**src/rtl/smi_frame_rx_if.sv**
```systemverilog
// Pixel stream from the SMI frame parser to the LED driver.
// Valid/ready handshake; the head word is presented first-word-fall-through.
interface smi_frame_rx_if #(
  parameter int unsigned PX_W = 24
);
  logic [PX_W-1:0] px_data;
  logic            px_last;
  logic            px_valid;
  logic            px_ready;

  modport master (
    output px_data,
    output px_last,
    output px_valid,
    input  px_ready
  );

  modport slave (
    input  px_data,
    input  px_last,
    input  px_valid,
    output px_ready
  );
endinterface

```
**src/rtl/smi_frame_rx.sv**
```systemverilog
// SMI byte-stream frame parser: sync, 16-bit pixel count, then pixel bytes packed MSB-first
// into pixel words that are buffered in a first-word-fall-through FIFO.
module smi_frame_rx #(
  parameter int unsigned BYTES_PER_PIXEL = 3,
  parameter int unsigned FIFO_DEPTH      = 16,
  parameter logic [7:0]  SYNC_BYTE       = 8'hA5
) (
  input  logic                  clk,
  input  logic                  reset,
  input  logic [7:0]            in_data,
  input  logic                  in_write,
  smi_frame_rx_if.master        px,
  output logic                  frame_start,
  output logic                  frame_done,
  output logic                  overflow,
  output logic                  busy
);

  localparam int unsigned PW = 8 * BYTES_PER_PIXEL;
  localparam int unsigned AW = $clog2(FIFO_DEPTH);
  localparam int unsigned IW = (BYTES_PER_PIXEL > 1) ? $clog2(BYTES_PER_PIXEL) : 1;
  localparam logic [IW-1:0] LAST_IDX = IW'(BYTES_PER_PIXEL - 1);
  localparam logic [AW:0]   FULL_CNT = (AW + 1)'(FIFO_DEPTH);

  typedef enum logic [1:0] {
    IDLE,
    LEN_HI,
    LEN_LO,
    PIXEL
  } state_t;

  state_t         state_q, state_d;
  logic [7:0]     len_hi_q, len_hi_d;
  logic [15:0]    remaining_q, remaining_d;
  logic [IW-1:0]  idx_q, idx_d;
  logic [PW-1:0]  acc_q, acc_d;
  logic [PW-1:0]  pix_word;
  logic           sync_hit;
  logic           push;
  logic           push_last;
  logic           done_d;

  // Parser next-state and per-byte strobes
  always_comb begin
    state_d     = state_q;
    len_hi_d    = len_hi_q;
    remaining_d = remaining_q;
    idx_d       = idx_q;
    acc_d       = acc_q;
    sync_hit    = 1'b0;
    push        = 1'b0;
    push_last   = 1'b0;
    done_d      = 1'b0;
    // Truncating cast keeps only the newest BYTES_PER_PIXEL bytes (also valid for 1 byte/pixel).
    pix_word    = PW'({acc_q, in_data});

    if (in_write) begin
      case (state_q)
        IDLE: begin
          if (in_data == SYNC_BYTE) begin
            sync_hit = 1'b1;
            state_d  = LEN_HI;
          end
        end
        LEN_HI: begin
          len_hi_d = in_data;
          state_d  = LEN_LO;
        end
        LEN_LO: begin
          if ({len_hi_q, in_data} == 16'd0) begin
            state_d = IDLE;
            done_d  = 1'b1;
          end else begin
            remaining_d = {len_hi_q, in_data};
            idx_d       = '0;
            state_d     = PIXEL;
          end
        end
        PIXEL: begin
          acc_d = pix_word;
          if (idx_q == LAST_IDX) begin
            push        = 1'b1;
            push_last   = (remaining_q == 16'd1);
            idx_d       = '0;
            remaining_d = remaining_q - 16'd1;
            if (remaining_q == 16'd1) begin
              state_d = IDLE;
              done_d  = 1'b1;
            end
          end else begin
            idx_d = idx_q + IW'(1);
          end
        end
        default: state_d = IDLE;
      endcase
    end
  end

  always_ff @(posedge clk or negedge reset) begin
    if (!reset) begin
      state_q     <= IDLE;
      len_hi_q    <= '0;
      remaining_q <= '0;
      idx_q       <= '0;
      acc_q       <= '0;
      frame_start <= 1'b0;
      frame_done  <= 1'b0;
      busy        <= 1'b0;
    end else begin
      state_q     <= state_d;
      len_hi_q    <= len_hi_d;
      remaining_q <= remaining_d;
      idx_q       <= idx_d;
      acc_q       <= acc_d;
      frame_start <= sync_hit;
      frame_done  <= done_d;
      busy        <= (state_d != IDLE);
    end
  end

  logic [PW:0]   mem [FIFO_DEPTH];
  logic [AW-1:0] wr_ptr, rd_ptr;
  logic [AW:0]   count;
  logic          full;
  logic          pop;
  logic          wr_en;
  logic          drop;
  logic [PW:0]   head;

  // A pop on the same edge frees the slot, so a full FIFO still accepts the push.
  assign full  = (count == FULL_CNT);
  assign pop   = (count != '0) & px.px_ready;
  assign wr_en = push & (~full | pop);
  assign drop  = push & full & ~pop;

  always_ff @(posedge clk) begin
    if (wr_en) begin
      mem[wr_ptr] <= {push_last, pix_word};
    end
  end

  always_ff @(posedge clk or negedge reset) begin
    if (!reset) begin
      wr_ptr   <= '0;
      rd_ptr   <= '0;
      count    <= '0;
      overflow <= 1'b0;
    end else begin
      if (wr_en) begin
        wr_ptr <= wr_ptr + AW'(1);
      end
      if (pop) begin
        rd_ptr <= rd_ptr + AW'(1);
      end
      case ({wr_en, pop})
        2'b10:   count <= count + (AW + 1)'(1);
        2'b01:   count <= count - (AW + 1)'(1);
        default: count <= count;
      endcase
      if (sync_hit) begin
        overflow <= 1'b0;
      end else if (drop) begin
        overflow <= 1'b1;
      end
    end
  end

  // Head is masked while empty so outputs read zero after reset despite unreset storage.
  assign head        = mem[rd_ptr];
  assign px.px_valid = (count != '0);
  assign px.px_data  = px.px_valid ? head[PW-1:0] : '0;
  assign px.px_last  = px.px_valid ? head[PW] : 1'b0;

endmodule

```
**src/flat_wrapper.sv**
```systemverilog
// flat-port wrapper written by rule: the top's interface ports become plain ports
module smi_frame_rx_flat 
#(
  parameter int unsigned BYTES_PER_PIXEL = 3,
  parameter int unsigned FIFO_DEPTH      = 16,
  parameter logic [7:0]  SYNC_BYTE       = 8'hA5
)
  (clk, reset, in_data, in_write, frame_start, frame_done, overflow, busy, px_px_data, px_px_last, px_px_valid, px_px_ready);
  smi_frame_rx_if #(.PX_W(24)) px_i ();
  input  logic clk;
  input  logic reset;
  input  logic [7:0] in_data;
  input  logic in_write;
  output logic frame_start;
  output logic frame_done;
  output logic overflow;
  output logic busy;
  output wire logic [$bits(px_i.px_data)-1:0] px_px_data;
  output wire logic [$bits(px_i.px_last)-1:0] px_px_last;
  output wire logic [$bits(px_i.px_valid)-1:0] px_px_valid;
  input wire logic [$bits(px_i.px_ready)-1:0] px_px_ready;
  assign px_px_data = px_i.px_data;
  assign px_px_last = px_i.px_last;
  assign px_px_valid = px_i.px_valid;
  assign px_i.px_ready = px_px_ready;
  smi_frame_rx #(.BYTES_PER_PIXEL(BYTES_PER_PIXEL), .FIFO_DEPTH(FIFO_DEPTH), .SYNC_BYTE(SYNC_BYTE)) u_core (.clk(clk), .reset(reset), .in_data(in_data), .in_write(in_write), .px(px_i), .frame_start(frame_start), .frame_done(frame_done), .overflow(overflow), .busy(busy));
endmodule
```
**config.mk**
```make
export PLATFORM = sky130hd
export DESIGN_NAME = smi_frame_rx_flat
export DESIGN_NICKNAME = d
export VERILOG_FILES = /design/src/rtl/smi_frame_rx_if.sv /design/src/rtl/smi_frame_rx.sv /design/src/flat_wrapper.sv
export SDC_FILE = /design/constraint.sdc
export NUM_CORES = 1
export LEC_CHECK = 0
export ABC_AREA = 1
export ABC_CLOCK_PERIOD_IN_PS = 3200
export BUFFER_PORTS_ARGS = -buffer_cell sky130_fd_sc_hd__buf_2
export CORE_UTILIZATION = 55
export CTS_CLUSTER_SIZE = 12
export DETAILED_ROUTE_END_ITERATION = 8
export MAX_ROUTING_LAYER = met4
export PLACE_DENSITY = 0.75
export SLEW_MARGIN = 20
export SYNTH_ARGS = -nofsm -noshare
export SYNTH_HDL_FRONTEND = slang
export SYNTH_SLANG_ARGS = --single-unit
```
**constraint.sdc**
```tcl
create_clock -name clk -period 3.2 [get_ports clk]
set_clock_uncertainty 0.2 [all_clocks]
set_input_delay 0.16 -clock clk [delete_from_list [all_inputs] [get_ports clk]]
set_output_delay 0.16 -clock clk [all_outputs]
set_load 0.05 [all_outputs]
```
Yosys cells after proc, flatten, opt, wreduce, memory -nomap -nowiden
Memory sizes are Yosys's and may differ from the RTL's.
Index checks and enable logic that the tools add are counted.
Word-level totals
  memory bits (writable): 400
  flip-flop bits (word level): 61
  input bits: 12
  logic and storage cells: 81
  memories kept: 1
Operators by class
  eq/ne operators: 11
  $add $sub $neg: 6
  muxes and demuxes: 33
  reductions and logical operators: 11
  bitwise gates (word level): 7
Memories
  u_core.mem: words 16, bits a word 25, read ports 1, clocked after memory_dff 0, wr ports 1, RTL line smi_frame_rx.sv:121  | logic [PW:0] mem [FIFO_DEPTH];
Operator list (count)
  $mux W16: 2
  $pmux W16 S2: 1
  $mux W24: 1
  $mux W1: 18
  $eq A16 B1 Y1 const B: 1
  $logic_not A16 Y1: 1
  $sub A16 B1 Y16 const B: 1
  $mux W2: 7
  $pmux W5 S2: 1
  $add A4 B1 Y4 const B: 2
  $eq A2 B2 Y1 const B: 4
  $eq A8 B8 Y1 const B: 1
  $pmux W2 S4: 1
  $reduce_bool A2 Y1: 4
  $add A5 B1 Y5 const B: 1
  $eq A5 B5 Y1 const B: 1
  $reduce_bool A5 Y1: 1
  $sub A5 B1 Y5 const B: 1
  $and A1 B1 Y1: 4
  $eq A2 B1 Y1 const B: 2
  $pmux W2 S2: 1
  $reduce_and A2 Y1: 2
  $reduce_and A4 Y1: 1
  $reduce_and A3 Y1: 1
  other kinds (7): 8

Longest topological paths before layout
Gate-level depths: netlist of the first run.
  depth in word-level cells: 8
  depth in mapped cells: 16
  mapped depth without buffers: 16

Least setup slack after synthesis of the first run
No wires, ideal clock.
  path type: register to register
  start: register u_core.state_q[1]
  end: memory u_core.mem[0][0] (netlist name), enable pin
  library setup time: 0.407 ns
  arrival: 2.268 ns
  path buffers: 0
  required time: 2.593 ns
  period minus slack after synthesis: 2.875 ns
  setup slack: 0.325 ns
  cell stages (with the launch flop): 9
  path through: dfrtp_1 > nand2_2 > clkinv_4 > nand2_4 > nor2_4 > inv_1 > nor2_4 > nand2_1 > nor2_1
Between the ends
  word-level cells in the longest chain between the ends: 6
Ends and longest elaborated chain
  from (decl): RTL line smi_frame_rx.sv:32  | state_t state_q, state_d;
  from (signal assigned): RTL line smi_frame_rx.sv:110  | state_q <= state_d;
  $eq A2 B2 Y1: RTL line smi_frame_rx.sv:58  | case (state_q)
  $mux W1: RTL line smi_frame_rx.sv:58
  $mux W1: RTL line smi_frame_rx.sv:57  | if (in_write) begin
  $and A1 B1 Y1: RTL line smi_frame_rx.sv:133  | assign wr_en = push & (~full | pop);
  $mux W1: RTL line smi_frame_rx.sv:137  | if (wr_en) begin
  $mux W1 (not written as such): RTL line smi_frame_rx.sv:138  | mem[wr_ptr] <= {push_last, pix_word};
  to (decl): RTL line smi_frame_rx.sv:121
Every way passes these cells.

Final worst setup path of the first run
  start: register u_core.rd_ptr[0]
  end: output px_px_data[14]
Between the ends
  word-level cells in the longest chain between the ends: 2
Ends and longest elaborated chain
  from (decl): RTL line smi_frame_rx.sv:122  | logic [AW-1:0] wr_ptr, rd_ptr;
  from (signal assigned): RTL line smi_frame_rx.sv:153  | rd_ptr <= rd_ptr + AW'(1);
  $mem_v2 Z16 W25
  $mux W24: RTL line smi_frame_rx.sv:171  | assign px.px_data = px.px_valid ? head[PW-1:0] : '0;
  to (decl): RTL line flat_wrapper.sv:18  | output wire logic [$bits(px_i.px_data)-1:0] px_px_data;
Every way passes these cells.

==> flow_metrics.env, run 1 <==
export IMPL_critical_path_depth=10
export IMPL_setup_reg_to_reg_worst_slack_ns=0.31
export IMPL_ys_ff_latch=461
export IMPL_setup_worst_path_start="u_core.rd_ptr[0]"
export IMPL_worstHoldPathType="in2async"
export IMPL_post_synthesis_cell_count=1729
export IMPL_core_um2=34500
export IMPL_crit_arrival_ns=2.70
export IMPL_drt_first_pass_iters=6
export IMPL_stdcell_area_um2=21800
export IMPL_timing_rr_start="u_core.state_q[1]"
export IMPL_timing_critical_path_to_type="primary output"
export IMPL_cts_root_buffer_cell="clkbuf_16"
export IMPL_final_setup_viol_count=0
export IMPL_groute_usage_overall_pct=27.2
export IMPL_fin_crit_sh_pct=95.6
export IMPL_drt_antenna_net_count=0
export IMPL_vdd_ir_drop_max_mv=0.661
export IMPL_worst_setup_hold_path_clk_slew_ns=0.06
export IMPL_layout_area_overhead_vs_synth_pct=13.2
export IMPL_cts_sink_count=461
export IMPL_cp_cell_sequence="inv_6 -> buf_12 -> buf_4 -> nand2_1 -> nand3_1 -> nand2_1 -> a21oi_1 -> o31ai_1 -> a21oi_1 -> buf_2"
export IMPL_viasPerCell=5.78
export IMPL_path_class="reg2out"
export IMPL_reported_leakage_power_nw=8.28
export IMPL_cp_buffers_inverters=4
export IMPL_final_common_cell="nand2_1"
export IMPL_dpl_instance_area_um2=20300
export IMPL_timing_slew_headroom_pct=47.9
export IMPL_via_count_of_the_first_global_routing_pass=12820
export IMPL_worst_pin_slew_ns=0.781
export IMPL_power_density_nw_per_um2=950
export IMPL_critical_path_peak_fanout=80
export IMPL_cap_viol_max_count=0
export IMPL_rr_endpoint="u_core.mem[12][4]"
export IMPL_cts_root_to_sink_buffers=3
export IMPL_finalWorstPathRequiredPeriod_ns=3.06
export IMPL_critical_path_startpoint_type="flip-flop"
export IMPL_place_gp_congestion=0.876
export IMPL_crit_path_top_delay_cell="dfrtp_4"
export IMPL_final_nets=1810
export IMPL_drt_iter0_markers=1332
export IMPL_postRouteWirelength_mm=46.3
export IMPL_placement_rows=68
export IMPL_timing_final_hold_violations=0
export IMPL_finalMaxSlewViolations=0
export IMPL_final_cell_mix="nand2_1, edfxtp_1, nand3_1"
export IMPL_vias=13112
export IMPL_dp_final_hpwl_mm=27.1
export IMPL_critical_path_max_stage_delay_ns=0.54
export IMPL_grt_start_max_net_pins=93
export IMPL_wire_per_inst_um=20.4
export IMPL_fin_worst_hold_slack_ns=0.130
export IMPL_critical_path_top_delay_family="buffers and inverters"
export IMPL_grt_setup_unrepaired="false"
export IMPL_run_status="completed"
export IMPL_fin_tns_setup_ns=0
export IMPL_top_level_ports=42
export IMPL_num_antenna_cells=0
export IMPL_share_of_layout_cells_above_drive_strength_1_pct=10.1
export IMPL_post_synth_num_cell_types=32
export IMPL_netlist_area_um2=19200
export IMPL_required_ns=2.84
export IMPL_floorplan_die_area_um2=35700
export IMPL_cts_buffers=46
export IMPL_clock_insertion_delay_worst_skew_ns=0.55
export IMPL_chipHeight_um=189
export IMPL_grt_first_pass_wirelength_mm=71.9
export IMPL_synthesis_nets=1752
export IMPL_r2r_cells=9
export IMPL_ys_warnings_count=0
export IMPL_timing_fmax_ghz=0.327
export IMPL_htreeDepth=2
export IMPL_die_outline_width_um=189
export IMPL_floorplan_initialDensity_pct=55.8
export IMPL_worst_setup_path_endpoint="px_px_data[14]"
export IMPL_number_of_design_rule_violations_left_after_detail_routing=0
export IMPL_overflow=0
export IMPL_synth_seq_area_share_pct=70.4
export IMPL_fillers=2575
export IMPL_io_buffers=41
export IMPL_tritoncts="built"
export IMPL_cts_repair_timing_setup_buffer_count=0
export IMPL_number_of_antenna_violations_at_the_first_check_in_global_routing=0
export IMPL_syn_mean_instance_area_um2=11.1
==> worst min-delay path by stage <==
stage | startpoint | end | slack (ns) | depth (start not counted)
after floorplan | reset | u_core.acc_q[0] | -0.34 | 0
after global placement | reset | u_core.acc_q[13] | 0.18 | 2
after detailed placement | reset | u_core.count[3] | 0.18 | 2
after CTS | reset | u_core.rd_ptr[3] | 0.13 | 3
after global routing | reset | u_core.count[0] | 0.19 | 3
final | reset | u_core.acc_q[10] | 0.13 | 3
==> kinds of logic (layout without fill, tap and decap cells) <==
family                     Yosys count  in the layout  synth area share (%)
AOI/OAI and AO/OA                  179            179                  5.02
xor gates and xnor gates            11             11                 0.501
adders and majority gates           11             11                 0.755
buffers and inverters              152            237                  3.30
DFF                                461            461                  70.4
muxes                                8              8                 0.468
and+or+nand+nor                    907            907                  19.6
==> state kept, by name (all words and copies together) (netlist names) <==
| signal | cells |
|---|---|
| u_core.frame_done | 1 |
| u_core.wr_ptr | 4 |
| u_core.len_hi_q | 8 |
| u_core.idx_q | 2 |
| u_core.rd_ptr | 4 |
| u_core.acc_q | 16 |
| u_core.overflow | 1 |
| u_core.busy | 1 |
| u_core.state_q | 2 |
| u_core.remaining_q | 16 |
| u_core.mem | 400 |
| u_core.frame_start | 1 |
| u_core.count | 5 |
==> where the power goes <==
part,switching [W],internal (W)
clock,0.00213,0.00277
sequential,0.000759,0.00730
combinational,0.00558,0.00215
total,0.00847,0.0122
==> worst register-to-register path, cell delays in order (launching register included) <==
cell	delay [ns]
dfrtp_1	0.46
nand2_2	0.26
clkinv_4	0.25
nand2_4	0.08
nor2_4	0.10
inv_1	0.09
nor2_4	0.23
nand2_1	0.31
nor2_4	0.42
buf_12	0.21
==> per-stage QoR <==
step	power, W	std cells	utilization [%]	setup WS [ns]
finish	0.0207	2269	63.2	0.141
global route	0.0217	2269	63.2	0.0154
detailed placement	0.0158	2182	59.0	0.316
CTS	0.0207	2269	63.2	0.0949
floorplan	0.0134	1729	-	0.325
global placement	0.0156	2182	59.0	0.415
==> cell usage after synthesis, drive strengths merged <==
cell type  number  area (µm²)
dfrtp          61        1530
or2             3        18.8
o31ai          25         188
inv            59         221
a31oi           1        6.26
o22ai           1        6.26
clkbuf         47         176
o21ai          69         345
nor3            5        30.0
o211ai          1        7.51
nand3         229        1150
o21bai          1        7.51
fa              1        20.0
mux2            8        90.1
nand4           8        50.1
xor2            9        78.8
a21oi          81         405
ha             10         125
clkinv          1        8.76
xnor2           2        17.5
nor2          111         432
nand2         551        2080
buf            45         228
edfxtp        400       12000
==> area by class of cell <==
type | instances | area, µm² | share of cell area [%]
flip-flops and latches | 461 | 13500 | 62.2
clock inverters | 9 | 83.8 | 0.385
multi-input cells | 1116 | 5180 | 23.8
repair buffers | 102 | 916 | 4.21
well taps | 455 | 569 | 2.61
inverters | 60 | 238 | 1.09
clock buffers | 66 | 1250 | 5.72
==> per-layer routing <==
metal | share of wire, % | GRT usage [%] | vias to the layer above
li1 | - | - | 6084
met1 | 41 | 36.8 | 6256
met2 | 47 | 42.5 | 677
met3 | 9.1 | 3.99 | 95
met4 | 3.2 | 9.40 | 0
met5 | 0 | - | -
==> timing repair <==
action,CTS,global route
hold buffers,12,0
resized for setup,0,5
setup endpoints to repair,0,1
endpoints found under the hold margin,214,0
(Power assumes the default switching activity.)
==> inputs of run 2 (changes only) <==
--- a/config.mk
+++ b/config.mk
@@ -8,10 +8,11 @@
 export ABC_AREA = 1
 export ABC_CLOCK_PERIOD_IN_PS = 3200
-export BUFFER_PORTS_ARGS = -buffer_cell sky130_fd_sc_hd__buf_2
 export CORE_UTILIZATION = 55
 export CTS_CLUSTER_SIZE = 12
 export DETAILED_ROUTE_END_ITERATION = 8
+export DONT_BUFFER_PORTS = 1
+export GPL_TIMING_DRIVEN = 0
 export MAX_ROUTING_LAYER = met4
-export PLACE_DENSITY = 0.75
+export PLACE_DENSITY = 0.74
 export SLEW_MARGIN = 20
 export SYNTH_ARGS = -nofsm -noshare
==> constraint.sdc (replaced) <==
create_clock -name clk -period 3.2 [get_ports clk]
set_clock_uncertainty 0.2 [all_clocks]
set_input_delay 0.16 -clock clk [delete_from_list [all_inputs] [get_ports clk]]
set_output_delay 0.16 -clock clk [all_outputs]
set_load 0.005 [all_outputs]
==> flow_metrics.env, run 2 (same netlist as run 1, synthesis figures left out) <==
export IMPL_share_of_layout_cells_above_drive_strength_1_pct=8.15
export IMPL_biggestRegsByFlops="u_core.mem x400, u_core.acc_q x16, u_core.remaining_q x16"
export IMPL_numPlacedInstances=2200
export IMPL_placement_rows=68
export IMPL_final_util_pct=63.7
export IMPL_layout_area_overhead_vs_synth_pct=14.2
export IMPL_required_ns=2.84
export IMPL_critical_path_startpoint_type="flip-flop"
export IMPL_drt_antenna_net_count=0
export IMPL_final_nets=1830
export IMPL_top_level_ports=42
export IMPL_crit_arrival_ns=2.85
export IMPL_htreeDepth=2
export IMPL_number_of_antenna_violations_at_the_first_check_in_global_routing=1
export IMPL_timing_fmax_ghz=0.312
export IMPL_cts_root_buffer_cell="clkbuf_16"
export IMPL_largest_register_ff_count=400
export IMPL_reported_leakage_power_nw=8.27
export IMPL_fin_worst_hold_slack_ns=0.0605
export IMPL_timing_slew_headroom_pct=26.9
export IMPL_place_gp_congestion=0.923
export IMPL_tritoncts="built"
export IMPL_cts_root_to_sink_buffers=3
export IMPL_io_buffers=0
export IMPL_cts_repair_timing_setup_buffer_count=0
export IMPL_core_um2=34500
export IMPL_cts_buffers=47
export IMPL_final_setup_viol_count=1
export IMPL_fin_ws_ns=-0.00807
export IMPL_grt_start_max_net_pins=62
export IMPL_cts_sink_count=461
export IMPL_fillers=2543
export IMPL_grt_first_pass_wirelength_mm=77.9
export IMPL_grt_use_met1_pct=38.6
export IMPL_finalWorstPathRequiredPeriod_ns=3.21
export IMPL_grtUsageMet2_pct=48.9
export IMPL_die_outline_width_um=189
export IMPL_wire_per_inst_um=22.9
export IMPL_finalMaxSlewViolations=0
export IMPL_path_class="reg2out"
export IMPL_viasPerCell=6.01
export IMPL_power_density_nw_per_um2=908
export IMPL_floorplan_die_area_um2=35700
export IMPL_run_status="finished with violations"
export IMPL_grt_busiest_layer="met2"
export IMPL_final_common_cell="nand2_1"
export IMPL_vdd_ir_drop_max_mv=0.574
export IMPL_timing_final_hold_violations=0
export IMPL_floorplan_initialDensity_pct=55.8
export IMPL_failed_checks="setup timing"
export IMPL_cap_viol_max_count=0
export IMPL_vias=13799
export IMPL_final_cell_mix="nand2_1, edfxtp_1, nand3_1"
export IMPL_timing_critical_path_to_type="primary output"
export IMPL_postRouteWirelength_mm=52.6
export IMPL_finalNonFillerCells=2297
export IMPL_clock_insertion_delay_worst_skew_ns=0.55
export IMPL_via_count_of_the_first_global_routing_pass=13192
export IMPL_worstHoldPathType="in2async"
export IMPL_drt_iter0_markers=1728
export IMPL_stdcell_area_um2=22000
export IMPL_worst_pin_slew_ns=1.09
export IMPL_worst_setup_hold_path_clk_slew_ns=0.06
export IMPL_top_register="u_core.mem"
export IMPL_fin_crit_sh_pct=100
export IMPL_overflow=0
export IMPL_groute_usage_overall_pct=30.6
export IMPL_critical_path_peak_fanout=10
export IMPL_dp_final_hpwl_mm=33.9
export IMPL_drt_first_pass_iters=7
export IMPL_gr_usage_met3_pct=5.88
export IMPL_dpl_instance_area_um2=20400
export IMPL_pwr_total_w=0.0199
export IMPL_chipHeight_um=189
export IMPL_grt_setup_unrepaired="true"
export IMPL_number_of_design_rule_violations_left_after_detail_routing=0
[run 2: per-layer routing]
| metal | vias up | wire length (µm) |
|---|---|---|
| met1 | 6610 | 19600 |
| met2 | 895 | 25200 |
| li1 | 6131 | - |
| met4 | 0 | 2060 |
| met3 | 163 | 5690 |
| met5 | - | 0 |
[run 2: cell type report]
type / instances / area [µm²] / share of cell area, %
repair buffers: 29 / 606 / 2.76
multi-input cells: 1116 / 5180 / 23.6
plain buffers: 92 / 412 / 1.87
clock buffers: 75 / 1330 / 6.07
well taps: 455 / 569 / 2.59
flip-flops and latches: 461 / 13500 / 61.7
diodes: 1 / 2.50 / 0.0114
clock inverters: 8 / 87.6 / 0.399
inverters: 60 / 230 / 1.05
[run 2: worst paths after layout]
path	start	endpoint	slack, ns	cells past startpoint
worst min register to register	u_core.count[4]	u_core.count[4]	0.29	2
min in group clk	in_write	u_core.acc_q[7]	0.28	3
worst max-delay path	u_core.rd_ptr[0]	px_px_data[12]	-0.008	7
worst min-delay path	reset	u_core.len_hi_q[0]	0.06	3
worst max register to register	u_core.state_q[1]	u_core.mem[10][4]	0.18	9
max in group asynchronous	reset	u_core.acc_q[8]	2.48	3
[run 2: power by group]
group          internal (W)  total (W)  switching [W]
logic               0.00189    0.00673        0.00485
registers           0.00729    0.00803       0.000741
clock network       0.00300    0.00518        0.00218
total                0.0122     0.0199        0.00777
[run 2: critical path, cell delays in order (launching register included)]
cell and delay (ns):
dfrtp_1 0.46, inv_1 0.12, buf_2 0.30, clkbuf_1 0.48, nand2_1 0.10, a21oi_1 0.22
o31ai_1 0.13, a21oi_1 0.47
[run 2: per-stage QoR]
stage,setup WS [ns],TNS [ns]
2_1_floorplan,0.325,0
3_3_place_gp,-1.11,-386.58
3_5_place_dp,0.234,0
4_1_cts,0.0295,0
5_1_grt,-0.0411,-0.0411
6_report,-0.00807,-0.00807
[run 2: what timing repair did]
action	4_1_cts	5_1_grt
setup endpoints to repair	1	14
hold buffers	13	0
endpoints found under the hold margin	241	0
gates resized for setup	1	10
gates cloned	0	0
pin swaps	0	0
==> inputs of run 3 (changes only) <==
Settings changed: BUFFER_PORTS_ARGS set to -buffer_cell sky130_fd_sc_hd__buf_2, CTS_BUF_LIST set to sky130_fd_sc_hd__clkbuf_16, DONT_BUFFER_PORTS 1 to unset, PLACE_DENSITY 0.74 to 0.75.
==> flow_metrics.env, run 3 (same netlist as run 1, synthesis figures left out) <==
export IMPL_placement_rows=68
export IMPL_number_of_antenna_violations_at_the_first_check_in_global_routing=0
export IMPL_worst_pin_slew_ns=0.930
export IMPL_dpl_instance_area_um2=20600
export IMPL_floorplan_die_area_um2=35700
export IMPL_crit_arrival_ns=2.81
export IMPL_pwr_total_w=0.0198
export IMPL_critical_path_depth=9
export IMPL_cts_root_to_sink_buffers=3
export IMPL_finalMaxSlewViolations=0
export IMPL_critical_path_peak_fanout=10
export IMPL_timing_final_hold_violations=0
export IMPL_cp_cell_sequence="buf_2 -> buf_2 -> clkbuf_1 -> nand3_1 -> nand3_1 -> nand2_1 -> nand2_1 -> a21oi_2 -> buf_2"
export IMPL_clock_insertion_delay_worst_skew_ns=0.55
export IMPL_final_nets=1872
export IMPL_cts_root_buffer_cell="clkbuf_16"
export IMPL_vdd_ir_drop_max_mv=0.605
export IMPL_timing_slew_headroom_pct=37.8
export IMPL_postRouteWirelength_mm=52.1
export IMPL_number_of_design_rule_violations_left_after_detail_routing=0
export IMPL_final_setup_viol_count=0
export IMPL_top_register="u_core.mem"
export IMPL_rr_endpoint="u_core.mem[8][4]"
export IMPL_dp_final_hpwl_mm=34.0
export IMPL_critical_path_startpoint_type="flip-flop"
export IMPL_finalWorstPathRequiredPeriod_ns=3.17
export IMPL_power_density_nw_per_um2=898
export IMPL_timing_fmax_ghz=0.315
export IMPL_run_status="completed"
export IMPL_fillers=2551
export IMPL_vias=13823
export IMPL_timing_rr_start="u_core.state_q[1]"
export IMPL_top_level_ports=42
export IMPL_share_of_layout_cells_above_drive_strength_1_pct=10.5
export IMPL_worst_setup_hold_path_clk_slew_ns=0.06
export IMPL_place_gp_congestion=0.883
export IMPL_worst_setup_path_endpoint="px_px_data[10]"
export IMPL_stdcell_area_um2=22100
export IMPL_critical_path_max_stage_delay_ns=0.48
export IMPL_layout_area_overhead_vs_synth_pct=14.8
export IMPL_groute_usage_overall_pct=30.4
export IMPL_reported_leakage_power_nw=8.51
export IMPL_r2r_cells=9
export IMPL_via_count_of_the_first_global_routing_pass=13395
export IMPL_timing_critical_path_to_type="primary output"
export IMPL_die_outline_width_um=189
export IMPL_core_um2=34500
export IMPL_path_class="reg2out"
export IMPL_largest_register_ff_count=400
export IMPL_multi_input_comb_area_um2=5190
export IMPL_route_top_layer_used="met4"
export IMPL_floorplan_initialDensity_pct=55.8
export IMPL_grt_start_max_net_pins=45
export IMPL_final_common_cell="nand2_1"
export IMPL_area_sequential_um2=13500
export IMPL_fin_crit_sh_pct=99.2
export IMPL_drt_met1_wl_mm=19.5
export IMPL_cp_buffers_inverters=4
export IMPL_grt_first_pass_wirelength_mm=77.8
export IMPL_io_buffers=41
export IMPL_cts_sink_count=461
export IMPL_htreeDepth=2
export IMPL_cts_buffers=46
export IMPL_drt_iter0_markers=1826
export IMPL_overflow=0
export IMPL_critical_path_top_delay_family="buffers and inverters"
export IMPL_met3_routed_length_mm=5.12
export IMPL_met2RoutedLength_mm=25.1
export IMPL_biggestRegsByFlops="u_core.mem x400, u_core.acc_q x16, u_core.remaining_q x16"
export IMPL_critical_path_top_cell_by_count="buf_2"
export IMPL_tritoncts="built"
export IMPL_cap_viol_max_count=0
export IMPL_viasPerCell=5.92
export IMPL_fin_worst_hold_slack_ns=0.272
export IMPL_grt_setup_unrepaired="true"
export IMPL_setup_reg_to_reg_worst_slack_ns=0.24
export IMPL_wire_per_inst_um=22.3
export IMPL_worstHoldPathType="reg2reg"
export IMPL_drt_antenna_net_count=0
export IMPL_required_ns=2.84
export IMPL_final_util_pct=64.1
export IMPL_setup_worst_path_start="u_core.rd_ptr[1]"
export IMPL_num_antenna_cells=0
export IMPL_drt_first_pass_iters=6
export IMPL_chipHeight_um=189
export IMPL_crit_path_top_delay_cell="clkbuf_1"
export IMPL_final_cell_mix="nand2_1, edfxtp_1, nand3_1"
-- run 3: final cells by class --
type,instances,share of cell area [%]
tap,455,2.58
buffer,92,1.93
clock inverter,31,0.590
timing repair buffer,72,3.66
sequential,461,61.3
multi-input combinational,1116,23.5
inverter,60,1.04
clock buffer,47,5.33
-- run 3: how the worst min path moves through the flow --
stage	start	to	slack (ns)	cells past startpoint
after floorplan	reset	u_core.acc_q[0]	-0.34	0
after global placement	u_core.count[4]	u_core.count[4]	0.26	2
after detailed placement	reset	u_core.count[3]	-0.13	1
after CTS	u_core.count[4]	u_core.count[4]	0.28	2
after global routing	u_core.count[4]	u_core.count[4]	0.32	2
final	u_core.count[4]	u_core.count[4]	0.27	2
-- run 3: worst reg2reg max path: stages (launching register included) --
cell and delay, ns:
dfrtp_1 0.48, nand2_2 0.19, clkinv_4 0.13, nand2_4 0.13
nor2_4 0.12, inv_1 0.08, nor2_4 0.23, nand2_1 0.36
nor2_4 0.52, buf_16 0.23
-- run 3: stage by stage --
stage	instances	TNS, ns	setup slack [ns]
6_report	2334	0	0.0256
5_1_grt	2334	-0.0146	-0.0146
4_1_cts	2334	0	0.0352
3_5_place_dp	2242	0	0.297
3_3_place_gp	2225	-379.60	-1.14
2_1_floorplan	1729	0	0.325
-- run 3: what timing repair did --
action                                 CTS  global route
setup endpoints to repair                8            21
setup buffers                            0             0
hold buffers                            14             0
endpoints found under the hold margin  223             0
gates cloned                             0             0
resized for setup                       10            18
-- run 3: layer usage --
metal	track usage (%)	vias up
met5	-	-
met4	13.9	0
met3	3.73	146
met2	49.4	827
met1	38.6	6626
li1	-	6224
-- run 3: power by group --
group          total (W)  leakage (nW)  internal (W)  switching, W
Sequential       0.00803          4.37       0.00729      0.000736
Combinational    0.00702          3.42       0.00214       0.00488
Clock            0.00479         0.730       0.00263       0.00216
Total             0.0198          8.51        0.0121       0.00777
